<file path="src/rtl/pong_game_ctrl_if.sv">
// Front-panel signal bundle between the Pong top level and pong_game_ctrl.
// The master side drives buttons, switches and vsync; the slave side (the controller) drives the chip-facing outputs.
interface pong_game_ctrl_if;
    logic       vsync;
    logic       btn_next;
    logic       btn_prev;
    logic       btn_serve;
    logic       sw_angle;
    logic       sw_speed;
    logic       sw_batsize;
    logic       sw_autoserve;
    logic [5:0] sel_n;
    logic       chip_reset_n;
    logic       ball_angle;
    logic       ball_speed;
    logic       bat_size;
    logic       man_serve;
    logic [2:0] game_idx;
    logic       busy;

    modport master (
        output vsync, btn_next, btn_prev, btn_serve,
               sw_angle, sw_speed, sw_batsize, sw_autoserve,
        input  sel_n, chip_reset_n, ball_angle, ball_speed, bat_size,
               man_serve, game_idx, busy
    );

    modport slave (
        input  vsync, btn_next, btn_prev, btn_serve,
               sw_angle, sw_speed, sw_batsize, sw_autoserve,
        output sel_n, chip_reset_n, ball_angle, ball_speed, bat_size,
               man_serve, game_idx, busy
    );
endinterface

</file>
<file path="src/rtl/pong_game_ctrl.sv">
// Front-panel controller for the ay38500NTSC: debounced game stepping, frame-aligned options, chip reset hold.
// Define PONG_CTRL_SKIP_RIFLE_EN to restrict the game cycle to games 0..3 (rifle games unreachable).
module pong_game_ctrl #(
    parameter int DEBOUNCE_CYCLES   = 1000,
    parameter int RESET_HOLD_FRAMES = 2
) (
    input  logic            clk,
    input  logic            reset,
    pong_game_ctrl_if.slave bus
);

    localparam int                DB_W    = $clog2(DEBOUNCE_CYCLES + 1);
    localparam logic [DB_W-1:0]   DB_MAX  = DB_W'(DEBOUNCE_CYCLES);
    localparam logic [DB_W-1:0]   DB_ONE  = DB_W'(1);
    localparam int                FC_W    = $clog2(RESET_HOLD_FRAMES + 1);
    localparam logic [FC_W-1:0]   FC_HOLD = FC_W'(RESET_HOLD_FRAMES);
    localparam logic [FC_W-1:0]   FC_ONE  = FC_W'(1);
`ifdef PONG_CTRL_SKIP_RIFLE_EN
    localparam logic [2:0]        LAST_GAME = 3'd3;
`else
    localparam logic [2:0]        LAST_GAME = 3'd5;
`endif

    typedef enum logic {
        ST_RUN    = 1'b0,
        ST_CHANGE = 1'b1
    } state_t;

    function automatic logic [5:0] sel_decode(input logic [2:0] idx);
        logic [5:0] sel;
        sel = 6'b111111;
        for (int g = 0; g < 6; g++) begin
            if (idx == 3'(g)) sel[g] = 1'b0;
        end
`ifdef PONG_CTRL_SKIP_RIFLE_EN
        sel[5:4] = 2'b11;
`endif
        return sel;
    endfunction

    // Button order in the debounce vectors: bit0 next, bit1 prev, bit2 serve.
    logic [2:0]            btn_raw;
    logic [2:0]            btn_raw_q;
    logic [2:0]            btn_stable_q;
    logic [2:0]            btn_stable_d;
    logic [2:0]            btn_press_q;
    logic [2:0][DB_W-1:0]  db_cnt_q;
    logic [2:0][DB_W-1:0]  db_cnt_d;

    assign btn_raw = {bus.btn_serve, bus.btn_prev, bus.btn_next};

    always_comb begin
        db_cnt_d     = db_cnt_q;
        btn_stable_d = btn_stable_q;
        for (int i = 0; i < 3; i++) begin
            if (btn_raw[i] != btn_raw_q[i]) begin
                db_cnt_d[i] = '0;
            end else if (db_cnt_q[i] != DB_MAX) begin
                db_cnt_d[i] = db_cnt_q[i] + DB_ONE;
            end
            if ((btn_raw[i] == btn_raw_q[i]) && (db_cnt_q[i] == DB_MAX)) begin
                btn_stable_d[i] = btn_raw_q[i];
            end
        end
    end

    always_ff @(posedge clk) begin
        if (reset) begin
            btn_raw_q    <= '0;
            btn_stable_q <= '0;
            btn_press_q  <= '0;
            db_cnt_q     <= '0;
        end else begin
            btn_raw_q    <= btn_raw;
            btn_stable_q <= btn_stable_d;
            btn_press_q  <= btn_stable_d & ~btn_stable_q;
            db_cnt_q     <= db_cnt_d;
        end
    end

    logic vsync_q;
    logic frame_tick;
    logic next_press;
    logic prev_press;
    logic serve_press;
    logic step_req;

    assign frame_tick  = bus.vsync & ~vsync_q;
    assign next_press  = btn_press_q[0];
    assign prev_press  = btn_press_q[1];
    assign serve_press = btn_press_q[2];
    // Simultaneous next and prev cancel each other out.
    assign step_req    = next_press ^ prev_press;

    logic ball_angle_q;
    logic ball_speed_q;
    logic bat_size_q;
    logic auto_q;

    always_ff @(posedge clk) begin
        if (reset) begin
            vsync_q      <= 1'b0;
            ball_angle_q <= 1'b0;
            ball_speed_q <= 1'b0;
            bat_size_q   <= 1'b0;
            auto_q       <= 1'b0;
        end else begin
            vsync_q <= bus.vsync;
            if (frame_tick) begin
                ball_angle_q <= bus.sw_angle;
                ball_speed_q <= bus.sw_speed;
                bat_size_q   <= bus.sw_batsize;
                auto_q       <= bus.sw_autoserve;
            end
        end
    end

    state_t          state_q;
    logic [FC_W-1:0] frame_cnt_q;
    logic [FC_W-1:0] frame_cnt_inc;
    logic [2:0]      game_idx_q;
    logic [2:0]      idx_up;
    logic [2:0]      idx_dn;
    logic [5:0]      sel_n_q;
    logic            chip_reset_n_q;
    logic            busy_q;
    logic            serve_pending_q;
    logic            man_serve_q;

    assign frame_cnt_inc = frame_cnt_q + FC_ONE;
    assign idx_up        = (game_idx_q == LAST_GAME) ? 3'd0 : game_idx_q + 3'd1;
    assign idx_dn        = (game_idx_q == 3'd0) ? LAST_GAME : game_idx_q - 3'd1;

    // chip_reset_n drops on the edge that enters CHANGE but only rises one cycle after RUN is entered.
    always_ff @(posedge clk) begin
        if (reset) begin
            state_q         <= ST_CHANGE;
            frame_cnt_q     <= '0;
            game_idx_q      <= 3'd0;
            sel_n_q         <= 6'b111110;
            chip_reset_n_q  <= 1'b0;
            busy_q          <= 1'b1;
            serve_pending_q <= 1'b0;
            man_serve_q     <= 1'b0;
        end else begin
            sel_n_q <= sel_decode(game_idx_q);
            case (state_q)
                ST_RUN: begin
                    if (step_req) begin
                        game_idx_q      <= next_press ? idx_up : idx_dn;
                        frame_cnt_q     <= '0;
                        state_q         <= ST_CHANGE;
                        chip_reset_n_q  <= 1'b0;
                        busy_q          <= 1'b1;
                        serve_pending_q <= 1'b0;
                        man_serve_q     <= 1'b0;
                    end else begin
                        chip_reset_n_q <= 1'b1;
                        busy_q         <= 1'b0;
                        if (frame_tick) begin
                            // A pending serve becomes a one-frame pulse; the pulse ends at the next tick.
                            man_serve_q     <= serve_pending_q & ~bus.sw_autoserve;
                            serve_pending_q <= serve_press & ~serve_pending_q & ~man_serve_q
                                               & ~bus.sw_autoserve;
                        end else if (serve_press && !auto_q && !serve_pending_q && !man_serve_q) begin
                            serve_pending_q <= 1'b1;
                        end
                    end
                end
                default: begin
                    chip_reset_n_q  <= 1'b0;
                    serve_pending_q <= 1'b0;
                    man_serve_q     <= 1'b0;
                    if (frame_tick) begin
                        frame_cnt_q <= frame_cnt_inc;
                        if (frame_cnt_inc == FC_HOLD) begin
                            state_q <= ST_RUN;
                            busy_q  <= 1'b0;
                        end
                    end
                end
            endcase
        end
    end

    assign bus.sel_n        = sel_n_q;
    assign bus.chip_reset_n = chip_reset_n_q;
    assign bus.ball_angle   = ball_angle_q;
    assign bus.ball_speed   = ball_speed_q;
    assign bus.bat_size     = bat_size_q;
    assign bus.man_serve    = man_serve_q;
    assign bus.game_idx     = game_idx_q;
    assign bus.busy         = busy_q;

endmodule

</file>
<file path="src/flat_wrapper.sv">
// flat-port wrapper written by rule: the top's interface ports become plain ports
module pong_game_ctrl_flat 
#(
    parameter int DEBOUNCE_CYCLES   = 1000,
    parameter int RESET_HOLD_FRAMES = 2
)
  (clk, reset, bus_vsync, bus_btn_next, bus_btn_prev, bus_btn_serve, bus_sw_angle, bus_sw_speed, bus_sw_batsize, bus_sw_autoserve, bus_sel_n, bus_chip_reset_n, bus_ball_angle, bus_ball_speed, bus_bat_size, bus_man_serve, bus_game_idx, bus_busy);
  pong_game_ctrl_if bus_i ();
  input  logic clk;
  input  logic reset;
  input wire logic [$bits(bus_i.vsync)-1:0] bus_vsync;
  input wire logic [$bits(bus_i.btn_next)-1:0] bus_btn_next;
  input wire logic [$bits(bus_i.btn_prev)-1:0] bus_btn_prev;
  input wire logic [$bits(bus_i.btn_serve)-1:0] bus_btn_serve;
  input wire logic [$bits(bus_i.sw_angle)-1:0] bus_sw_angle;
  input wire logic [$bits(bus_i.sw_speed)-1:0] bus_sw_speed;
  input wire logic [$bits(bus_i.sw_batsize)-1:0] bus_sw_batsize;
  input wire logic [$bits(bus_i.sw_autoserve)-1:0] bus_sw_autoserve;
  output wire logic [$bits(bus_i.sel_n)-1:0] bus_sel_n;
  output wire logic [$bits(bus_i.chip_reset_n)-1:0] bus_chip_reset_n;
  output wire logic [$bits(bus_i.ball_angle)-1:0] bus_ball_angle;
  output wire logic [$bits(bus_i.ball_speed)-1:0] bus_ball_speed;
  output wire logic [$bits(bus_i.bat_size)-1:0] bus_bat_size;
  output wire logic [$bits(bus_i.man_serve)-1:0] bus_man_serve;
  output wire logic [$bits(bus_i.game_idx)-1:0] bus_game_idx;
  output wire logic [$bits(bus_i.busy)-1:0] bus_busy;
  assign bus_i.vsync = bus_vsync;
  assign bus_i.btn_next = bus_btn_next;
  assign bus_i.btn_prev = bus_btn_prev;
  assign bus_i.btn_serve = bus_btn_serve;
  assign bus_i.sw_angle = bus_sw_angle;
  assign bus_i.sw_speed = bus_sw_speed;
  assign bus_i.sw_batsize = bus_sw_batsize;
  assign bus_i.sw_autoserve = bus_sw_autoserve;
  assign bus_sel_n = bus_i.sel_n;
  assign bus_chip_reset_n = bus_i.chip_reset_n;
  assign bus_ball_angle = bus_i.ball_angle;
  assign bus_ball_speed = bus_i.ball_speed;
  assign bus_bat_size = bus_i.bat_size;
  assign bus_man_serve = bus_i.man_serve;
  assign bus_game_idx = bus_i.game_idx;
  assign bus_busy = bus_i.busy;
  pong_game_ctrl #(.DEBOUNCE_CYCLES(DEBOUNCE_CYCLES), .RESET_HOLD_FRAMES(RESET_HOLD_FRAMES)) u_core (.clk(clk), .reset(reset), .bus(bus_i));
endmodule
</file>
<file path="config.mk">
export PLATFORM = sky130hd
export DESIGN_NAME = pong_game_ctrl_flat
export DESIGN_NICKNAME = d
export VERILOG_FILES = /design/src/rtl/pong_game_ctrl_if.sv /design/src/rtl/pong_game_ctrl.sv /design/src/flat_wrapper.sv
export SDC_FILE = /design/constraint.sdc
export NUM_CORES = 1
export LEC_CHECK = 0
export ABC_AREA = 1
export CAP_MARGIN = 20
export CORE_ASPECT_RATIO = 0.5
export CORE_MARGIN = 2
export CORE_UTILIZATION = 25
export DETAILED_ROUTE_END_ITERATION = 6
export HOLD_SLACK_MARGIN = 0.12
export PLACE_DENSITY_LB_ADDON = 0.08
export REMOVE_ABC_BUFFERS = 1
export SYNTH_ARGS = -nofsm -noshare
export SYNTH_HDL_FRONTEND = slang
export SYNTH_SLANG_ARGS = --single-unit
export TNS_END_PERCENT = 50
</file>
<file path="constraint.sdc">
create_clock -name clk -period 1.55 [get_ports clk]
set_clock_uncertainty 0.15 [all_clocks]
set_input_delay 0.2325 -clock clk [delete_from_list [all_inputs] [get_ports clk]]
set_output_delay 0.2325 -clock clk [all_outputs]
set_load 0.005 [all_outputs]
</file>
==> impl_metrics.py, run 1 <==
metrics = {
    "power_and_ir_drop": {
        "power_density_nw_per_um2": 1048,
        "power_frac_comb_pct": 5.4,
        "cell_internal_pwr_mw": 2.788,
        "swShare_pct": 22.95,
        "irDropWorstVdd_uv": 485.6,
        "net-switching-power_uw": 830.5,
        "total_leakage_power_nw": 1.462,
        "power.clock.fraction_pct": 50.5,
        "overall_power_after_layout_mw": 3.618,
        "power_frac_seq_pct": 44.1,
    },
    "route": {
        "via_count": 2269,
        "final_antenna_net_count": 0,
        "wl_um": 5487,
        "route.detailed.vias_per_inst": 4.186,
        "detailedRoute.firstPassIterationCount": 4,
        "wl_per_cell_um": 10.12,
        "dr.first_iter.drc_count": 110,
        "drcViolationCount": 0,
    },
    "critical_path": {
        "worstPathArrival_ns": 1.12,
        "slowest_delay_ns": 0.49,
        "worst-path-max-fanout": 1,
        "path_delay_family": "buffers and inverters",
        "crit_path_cell_trace": "clkdlybuf4s50_1",
        "timing.critical_path.to_type": "primary output",
        "cp.buffers_inverters": 1,
        "critical_path_cell_with_the_highest_stage_delay": "sky130_fd_sc_hd__clkdlybuf4s50_1",
        "worst-endpoint-required_ns": 1.17,
        "path_class": "register to primary output",
        "timing.critical_path.from_type": "register",
    },
    "synthesis": {
        "syn-cell-area_um2": 2651,
        "yosys_register_bits": 60,
        "synth.largest_area_cell": "sky130_fd_sc_hd__dfxtp_1",
        "ys.warnings.count": 0,
        "synthTopCellsByArea": "sky130_fd_sc_hd__dfxtp_1 45%, sky130_fd_sc_hd__nand2_1 9.5%, sky130_fd_sc_hd__inv_1 7.2%, sky130_fd_sc_hd__nor2_1 5.8%, sky130_fd_sc_hd__a21oi_1 4.5%",
        "average_instance_area_after_synthesis_um2": 7.554,
        "count_of_unique_library_cells_instantiated_by_yosys": 28,
        "synthesis.instances": 351,
        "netlist.area_leader.share_pct": 45.30,
        "synth-seq-area-share_pct": 45.30,
    },
    "die": {
        "num_io_pins": 25,
        "chipHeight_um": 76.82,
        "placement_rows": 26,
        "total_die_area_um2": 11500,
        "dieWidth_um": 149.6,
        "core-area_um2": 10250,
        "effective_utilization_at_floorplan_pct": 25.87,
    },
    "cts": {
        "cts_tree": "built",
        "ctsLongestPathBuffers": 2,
        "number_of_buffers_inserted_during_clock_tree_synthesis": 9,
        "cts_hold_buf": 0,
        "clk_transition_reported_paths_ns": 0.05,
        "clk_tree_root_cell": "sky130_fd_sc_hd__clkbuf_16",
        "worstSkewPairLatency_ns": 0.32,
        "htree_levels": 3,
        "clock_sinks": 60,
    },
    "cells_and_area": {
        "final_cell_area_um2": 3452,
        "fin_nets": 415,
        "drive_gt1_share_pct": 14.93,
        "most-common-layout-cells": "67 x sky130_fd_sc_hd__nand2_1, 56 x sky130_fd_sc_hd__dfxtp_1, 51 x sky130_fd_sc_hd__inv_1, 40 x sky130_fd_sc_hd__nor2_1, 24 x sky130_fd_sc_hd__a21oi_1",
        "n_antenna_cell": 0,
        "layout_commonest_cell": "sky130_fd_sc_hd__nand2_1",
        "layout-area-overhead-vs-synth_pct": 30.20,
        "layout.filler_cells": 1085,
    },
    "sta": {
        "post-route-min-period_ns": 1.498,
        "final_critical_path_setup_slack_ns": 0.05153,
        "worst_slew_margin_rel_pct": 79.24,
        "fin_crit_sh_pct": 96.68,
        "setup_total_negative_slack_ns": 0,
        "timing.final.max_slew_violations": 0,
        "setup_viol": 0,
        "maxClockFrequency_mhz": 667.3,
        "hold_violations": 0,
        "max_slew.worst_pin.slew_ns": 0.3102,
        "unrepaired_setup_endpoints_after_global_routing": "yes",
    },
    "placement": {
        "port_buffers": 24,
        "post_dp_cell_area_um2": 3143,
        "globalplace.congestion": 0.7729,
        "post-place-ws_ns": -0.08793,
        "detailed_place_hpwl_um": 4080,
    },
    "flow_run": {
        "cap_violations": 0,
    },
    "grt": {
        "grt_pass1_wl_um": 9687,
        "track_usage_pct": 10.67,
        "grt_antenna_before_repair": 0,
        "globalRouteOverflowTotal": 0,
        "grt_start_max_net_pins": 12,
        "grt_pass1_vias": 2165,
    },
    "worst_hold_path": {
        "hold_class": "register to register",
    },
    "status": {
        "run_status": "finished, final reports clean",
    },
}
[metal layers]
metal | track usage (%) | vias to the layer above | part of all wire (%)
li1 | - | 1214 | -
met1 | 13.10 | 1022 | 52
met4 | 5.524 | 0 | 0.56
met5 | 0 | - | 0
met2 | 16.42 | 27 | 44
met3 | 3.810 | 6 | 3.8
[synth_stat cells (all sizes together)]
cell / count
ha: 8
o21ai: 18
a21oi: 24
or2: 2
xnor2: 1
o211ai: 1
buf: 3
clkinv: 1
nand4: 15
xor2: 7
nor3b: 1
a31oi: 1
o21a: 3
nor2: 51
nand3b: 3
dfxtp: 60
o22ai: 1
nor3: 6
nand2: 71
nand3: 20
inv: 54
[cell type report]
type	instances	area, um^2	share of cell area (%)
Multi-Input combinational cell	233	1225	35.48
Sequential cell	60	1209	35.01
Timing Repair Buffer	38	359.1	10.40
Clock buffer	10	239.0	6.923
Inverter	55	206.4	5.980
Tap cell	140	175.2	5.074
Clock inverter	6	38.79	1.124
[kinds of logic after synthesis]
family	after synthesis	synth area share, %
xor gates and xnor gates	8	2.643
AOI/OAI and AO/OA	48	9.533
DFF	60	45.30
adders and majority gates	8	3.776
buffers and inverters	58	8.589
and+or+nand+nor	169	30.16
[power by group through the flow]
stage	clock network, mW	logic [mW]	registers, mW
after global routing	1.99	0.228	1.60
after floorplan	0	0.101	1.63
final	1.83	0.196	1.60
after detailed placement	0	0.202	1.63
after CTS	1.91	0.199	1.60
after global placement	0	0.201	1.63
[worst paths after layout]
check / slack [ns] / start / endpoint / depth (start not counted)
worst min register to register: 0.27 / u_core.btn_stable_q[0] / u_core.btn_press_q[0] / 1
worst min-delay path: 0.27 / u_core.btn_stable_q[0] / u_core.btn_press_q[0] / 1
worst max-delay path: 0.05 / u_core.bus.sel_n[0] / bus_sel_n[0] / 1
worst max register to register: 0.15 / u_core.db_cnt_q[21] / u_core.db_cnt_q[28] / 8
[through the flow]
stage | utilization [%] | hold WS, ns | instances
2_1_floorplan | - | 0.1516 | 348
5_1_grt | 33.69 | 0.2875 | 542
6_report | 33.69 | 0.2742 | 542
3_5_place_dp | 30.67 | 0.2656 | 525
3_3_place_gp | 30.67 | 0.2644 | 525
4_1_cts | 33.46 | 0.2742 | 542
[sequential cells by signal, indices dropped and copies added (netlist names), 2 cells and up]
register,cells
u_core.bus.game_idx,3
u_core.bus.sel_n,6
u_core.btn_press_q,3
u_core.db_cnt_q,30
u_core.frame_cnt_q,2
u_core.btn_stable_q,3
u_core.btn_raw_q,3
[timing repair]
action	CTS	global route
setup endpoints to repair	6	16
buffers inserted	1	0
gates resized for setup	9	15
pin swaps	0	0
gates cloned	0	0
(Power assumes the default switching activity.)
==> run 2, diff against run 1 <==
--- a/config.mk
+++ b/config.mk
@@ -8,8 +8,8 @@
 export ABC_AREA = 1
 export CAP_MARGIN = 20
-export CORE_ASPECT_RATIO = 0.5
 export CORE_MARGIN = 2
 export CORE_UTILIZATION = 25
 export DETAILED_ROUTE_END_ITERATION = 6
+export GPL_TIMING_DRIVEN = 1
 export HOLD_SLACK_MARGIN = 0.12
 export PLACE_DENSITY_LB_ADDON = 0.08
--- a/constraint.sdc
+++ b/constraint.sdc
@@ -3,3 +3,3 @@
 set_input_delay 0.2325 -clock clk [delete_from_list [all_inputs] [get_ports clk]]
 set_output_delay 0.2325 -clock clk [all_outputs]
-set_load 0.005 [all_outputs]
+set_load 0.05 [all_outputs]
==> run 2 against run 1 <==
Power shrank 9.2%. Core utilization up 0.26 points. Routed wire length grew 2.2%. Die area fell by 0.44%. Sequential power hardly changed. Clock power down 22%. Via count fell by 1.2%. Cell count fell by 0.74%. Setup slack better by 0.095 ns. Combinational power increased by 30%. Final area is 1.5% higher. Critical endpoint is now u_core.db_cnt_q[28]. Largest cell class unchanged.
==> impl_metrics.py, run 2 (synthesized netlist as in run 1, its figures left out) <==
metrics = {
    "status": {
        "run_status": "finished, final reports clean",
    },
    "cts": {
        "cts_tree": "built",
        "clk_transition_reported_paths_ns": 0.08,
        "ctsLongestPathBuffers": 2,
        "number_of_buffers_inserted_during_clock_tree_synthesis": 9,
        "clock_sinks": 60,
        "worstSkewPairLatency_ns": 0.35,
        "clk_tree_root_cell": "sky130_fd_sc_hd__clkbuf_8",
        "htree_levels": 3,
        "cts_hold_buf": 0,
    },
    "sta": {
        "setup_total_negative_slack_ns": 0,
        "hold_violations": 0,
        "fin_crit_sh_pct": 90.55,
        "unrepaired_setup_endpoints_after_global_routing": "no",
        "timing.final.max_slew_violations": 0,
        "final_critical_path_setup_slack_ns": 0.1464,
        "setup_viol": 0,
        "maxClockFrequency_mhz": 712.5,
        "hold_slack_final_ns": 0.2872,
        "post-route-min-period_ns": 1.404,
        "worst_slew_margin_rel_pct": 81.25,
        "max_slew.worst_pin.slew_ns": 0.2802,
    },
    "placement": {
        "port_buffers": 24,
        "detailed_place_hpwl_um": 4129,
        "post-place-ws_ns": -0.1116,
        "globalplace.congestion": 0.7602,
        "post_dp_cell_area_um2": 3296,
        "placedCellCount": 522,
    },
    "cells_and_area": {
        "most-common-layout-cells": "67 x sky130_fd_sc_hd__nand2_1, 58 x sky130_fd_sc_hd__dfxtp_1, 51 x sky130_fd_sc_hd__inv_1, 40 x sky130_fd_sc_hd__nor2_1, 24 x sky130_fd_sc_hd__a21oi_1",
        "fin_nets": 415,
        "postLayoutCoreUtil_pct": 33.95,
        "n_antenna_cell": 0,
        "layout-area-overhead-vs-synth_pct": 32.18,
        "largest_register_ffs": 30,
        "layout.filler_cells": 1105,
        "drive_gt1_share_pct": 18.16,
        "largest-register": "u_core.db_cnt_q",
        "layout_commonest_cell": "sky130_fd_sc_hd__nand2_1",
        "instances_no_fill": 538,
        "final_cell_area_um2": 3505,
    },
    "critical_path": {
        "setup.worst_path.start": "u_core.db_cnt_q[20]",
        "worst-endpoint-required_ns": 1.64,
        "path_class": "register to register",
        "timing.rr.start": "u_core.db_cnt_q[20]",
        "timing.critical_path.from_type": "register",
        "worstPathArrival_ns": 1.49,
        "worst-path-max-fanout": 5,
        "worst_r2r_path_depth": 8,
        "timing.critical_path.to_type": "register",
    },
    "grt": {
        "grt_pass1_vias": 2078,
        "globalRouteOverflowTotal": 0,
        "grt_antenna_before_repair": 0,
        "track_usage_pct": 10.94,
        "grt_pass1_wl_um": 9604,
        "grt_start_max_net_pins": 13,
    },
    "die": {
        "num_io_pins": 25,
        "core-area_um2": 10320,
        "chipHeight_um": 107.0,
        "total_die_area_um2": 11440,
        "placement_rows": 37,
        "dieWidth_um": 107.0,
        "effective_utilization_at_floorplan_pct": 25.68,
    },
    "power_and_ir_drop": {
        "power_density_nw_per_um2": 937.6,
        "overall_power_after_layout_mw": 3.286,
        "total_leakage_power_nw": 1.430,
        "irDropWorstVdd_uv": 685.5,
    },
    "worst_hold_path": {
        "hold_class": "register to register",
        "hold_start": "u_core.btn_stable_q[1]",
        "holdPathStages": 1,
    },
    "flow_run": {
        "cap_violations": 0,
    },
    "route": {
        "dr.first_iter.drc_count": 47,
        "wl_um": 5608,
        "drcViolationCount": 0,
        "detailedRoute.firstPassIterationCount": 4,
        "route.detailed.vias_per_inst": 4.167,
        "final_antenna_net_count": 0,
        "wl_per_cell_um": 10.42,
        "via_count": 2242,
    },
}
[run 2: cell types whose count changed in the layout (fill, tap and decap cells not counted), moves of 2 or more]
cell	delta
sky130_fd_sc_hd__dlymetal6s2s_1	-8
sky130_fd_sc_hd__clkbuf_8	+8
sky130_fd_sc_hd__dfxtp_1	+2
sky130_fd_sc_hd__clkinvlp_4	-2
sky130_fd_sc_hd__dlygate4sd2_1	-5
sky130_fd_sc_hd__o21ai_1	-4
sky130_fd_sc_hd__o21ai_0	+4
sky130_fd_sc_hd__clkbuf_16	-9
sky130_fd_sc_hd__clkinv_4	+3
sky130_fd_sc_hd__clkdlybuf4s50_1	-2
sky130_fd_sc_hd__buf_12	+15
[run 2: what timing repair did]
action	CTS	global route
setup buffers	0	0
hold endpoints to repair	0	0
setup endpoints to repair	0	4
resized for setup	0	5
[run 2: final timing paths]
check	end	slack (ns)
min reg2reg	u_core.btn_press_q[1]	0.29
min	u_core.btn_press_q[1]	0.29
max reg2reg	u_core.db_cnt_q[28]	0.15
max	u_core.db_cnt_q[28]	0.15
[run 2: routing by layer]
metal | GRT usage, % | up-vias | part of all wire, % | wire (um)
met4 | 5.566 | 0 | 1.8 | 101
li1 | - | 1218 | - | -
met2 | 17.06 | 30 | 45 | 2529
met5 | 0 | - | 0 | 0
met3 | 4.012 | 8 | 4.5 | 252
met1 | 13.19 | 986 | 49 | 2724
[run 2: power breakdown]
group	total [mW]	internal [mW]	leakage [nW]	switching, mW
combinational	0.254	0.119	0.839	0.134
clock	1.43	0.750	0.104	0.679
sequential	1.60	1.57	0.488	0.0289
total	3.29	2.44	1.43	0.842
[run 2: critical path, cell delays in order (launching register included)]
cell and delay [ns]:
sky130_fd_sc_hd__dfxtp_2 0.37, sky130_fd_sc_hd__ha_1 0.17, sky130_fd_sc_hd__nand2_1 0.06, sky130_fd_sc_hd__inv_1 0.10, sky130_fd_sc_hd__nand4_1 0.15, sky130_fd_sc_hd__nor2_1 0.14, sky130_fd_sc_hd__nand2_1 0.06, sky130_fd_sc_hd__nand2_1 0.06
sky130_fd_sc_hd__nor2_1 0.03
[run 2: layout make-up]
type / count / area, um^2 / area share, %
tap: 136 / 170.2 / 4.855
sequential: 60 / 1204 / 34.34
timing repair buffer: 38 / 495.5 / 14.14
multi-input combinational: 233 / 1230 / 35.09
inverter: 55 / 206.4 / 5.891
clock buffer: 9 / 123.9 / 3.534
clock inverter: 7 / 75.07 / 2.142
==> run 3, diff against run 2 <==
Settings changed: CTS_BUF_LIST set to sky130_fd_sc_hd__clkbuf_2 sky130_fd_sc_hd__clkbuf_4 sky130_fd_sc_hd__clkbuf_8, SKIP_CTS_REPAIR_TIMING set to 1.
==> results of run 3 <==
Final layout, timing and power as in run 2 (identical DEF).
==> variant (settings of run 3) <==
`RESET_HOLD_FRAMES` is set to 2 in 2 places; all go to 1.
--- a/src/rtl/pong_game_ctrl.sv
+++ b/src/rtl/pong_game_ctrl.sv
@@ -3,5 +3,5 @@
 module pong_game_ctrl #(
     parameter int DEBOUNCE_CYCLES   = 1000,
-    parameter int RESET_HOLD_FRAMES = 2
+    parameter int RESET_HOLD_FRAMES = 1
 ) (
     input  logic            clk,
--- a/src/flat_wrapper.sv
+++ b/src/flat_wrapper.sv
@@ -3,5 +3,5 @@
 #(
     parameter int DEBOUNCE_CYCLES   = 1000,
-    parameter int RESET_HOLD_FRAMES = 2
+    parameter int RESET_HOLD_FRAMES = 1
 )
   (clk, reset, bus_vsync, bus_btn_next, bus_btn_prev, bus_btn_serve, bus_sw_angle, bus_sw_speed, bus_sw_batsize, bus_sw_autoserve, bus_sel_n, bus_chip_reset_n, bus_ball_angle, bus_ball_speed, bus_bat_size, bus_man_serve, bus_game_idx, bus_busy);
Check against the original RTL: not equivalent (a bounded check fails within 4 cycles, from zero or initial values and one cycle with reset high).
==> variant against run 3 <==
Worst setup slack worse by 0.022 ns; synthesized cell count is 2.3% higher; total power is 4.7% higher; design area is 3.2% higher; critical endpoint is now u_core.btn_stable_q[2]$_SDFF_PP0_; via count is 2.7% higher; sequential cell count is 1 lower; count of clock-buffer cells in the layout is 2 higher; wire length is 0.96% higher; synthesized area is 1.8% higher; non-clock buffer count is 5 higher; first-iteration DRC count is 6.4% lower; global-route usage is 0.24 points lower.
==> variant: results (changes against run 3) <==
first-pass GRT wire length 9840 um (+2.4%); final wirelength 5660 um (+0.96%); Worst path max stage delay 0.34 ns (-0.03 ns); post-synthesis sequential area ratio 43.8% (-1.5 points); Largest Register u_core.db_cnt_q; Syn Area/Cell 7.52 um^2 (-0.48%); Iteration-0 DRC Markers 44 (-6.4%); GRT Total Usage 10.7% (-0.24 points); clock transition at the registers of the reported paths 0.08 ns (about the same); slowest CP cell dfxtp_2; DP HPWL 4280 um (+3.7%); Hold Crit Start u_core.btn_stable_q[1]$_SDFF_PP0_; Clock Root Buffer clkbuf_8; GP Congestion 0.722 (-5.0%); outcome complete, no violations; maximum VDD drop 496 uV (-28%); Pleak 0.00151 uW (+5.4%); Via density 4.19 (+0.48%); DP Cell Count 535 (+2.5%); cell depth of the worst flop-to-flop path 7 (-1); Commonest cells post-synth nand2_1, dfxtp_1, inv_1; worst flop-to-flop path endpoint u_core.btn_stable_q[2]$_SDFF_PP0_; Distinct cells, synth 31 (+11%); ranking of synthesized cells by area dfxtp_1, nand2_1, inv_1, nor2_1, a21oi_1; layout cells sized above 1 20.5% (+2.4 points); Final #Nets 427 (+2.9%); Slew HR 77.4% (-3.9 points); worst reg-to-reg setup slack 0.12 ns (-0.02 ns); pin count of the biggest net entering global routing 11 (-2); TritonCTS Buffers 9 (unchanged); reg2reg start u_core.db_cnt_q[21]$_SDFFE_PP0P_; HP Class register to register; CP max FO 4 (-1); post-route insts no fill 550 (+2.2%); initial antenna violation count 0 (unchanged); cell depth of the worst hold path 1 (unchanged); vias in the first global route 2,129 (+2.5%); Setup Viol. Count Final 0 (unchanged); Synth Warn # 0 (unchanged); ant diodes 0 (unchanged)
[variant: cell types whose count changed in the layout (fill, tap and decap cells not counted), moves of 3 or more]
cell,change
a21oi_1,-3
buf_4,+5
inv_1,+3
nand2_1,+7
nand2_2,+3
o21ai_0,-3
[variant: area by class of cell]
class | count | area [um^2]
Inverter | 57 | 214
Fill cell | 1112 | 6800
Multi-Input combinational cell | 240 | 1290
Clock inverter | 4 | 73.8
Timing Repair Buffer | 43 | 533
Clock buffer | 11 | 151
Tap cell | 136 | 170
Sequential cell | 59 | 1180
[variant: kinds of logic (layout without fill, tap and decap cells)]
kind of cell	after synthesis	count (layout)	share of synthesized area, %
compound gates	43	43	8.72
flops	59	59	43.8
xor+xnor	6	6	1.95
fa+ha+maj	7	7	3.25
buf+inv	60	115	8.48
simple gates	184	184	33.8
[variant: per-stage QoR]
step	utilization, %	hold WS, ns	setup slack (ns)	cell area (um^2)
after CTS	34.7	0.287	0.0629	3610
after global placement	32.5	0.261	-0.128	3390
after detailed placement	32.5	0.271	-0.202	3390
after global routing	34.7	0.297	0.000796	3620
final	34.7	0.284	0.124	3620
after floorplan	-	0.152	-0.153	2680
[variant: worst max path at each step]
stage	startpoint	endpoint	slack, ns	cells after the start
3_3_place_gp	bus_btn_serve	u_core.db_cnt_q[26]$_SDFFE_PP0P_	-0.13	5
6_report	u_core.db_cnt_q[21]$_SDFFE_PP0P_	u_core.btn_stable_q[2]$_SDFF_PP0_	0.12	7
2_1_floorplan	u_core.bus.game_idx[2]$_SDFFE_PP0P_	u_core.bus.game_idx[2]$_SDFFE_PP0P_	-0.15	7
3_5_place_dp	bus_btn_serve	u_core.db_cnt_q[29]$_SDFFE_PP0P_	-0.20	5
4_1_cts	u_core.db_cnt_q[10]$_SDFFE_PP0P_	u_core.db_cnt_q[11]$_SDFFE_PP0P_	0.06	7
5_1_grt	u_core.db_cnt_q[1]$_SDFFE_PP0P_	u_core.db_cnt_q[6]$_SDFFE_PP0P_	0.0008	6
[variant: power by group]
part	switching, uW	internal [uW]
combinational	141	129
sequential	28.6	1550
clock	608	984
total	778	2660
[variant: routing by layer]
layer | vias to the layer above | GRT usage, % | wire [um]
met3 | 7 | 4.00 | 277
met5 | - | 0 | 0
met1 | 1018 | 13.7 | 2770
met2 | 34 | 16.8 | 2560
met4 | 0 | 3.30 | 59
li1 | 1244 | - | -
[variant: critical path: cells and delay by family (launching register included)]
family                   cells  cell delay [ns]
AND/OR/NAND/NOR              4             0.41
flip-flops                   1             0.34
AO/OA/AOI/OAI                1             0.19
adder cells (fa/ha/maj)      1             0.16
buffers and inverters        1             0.05
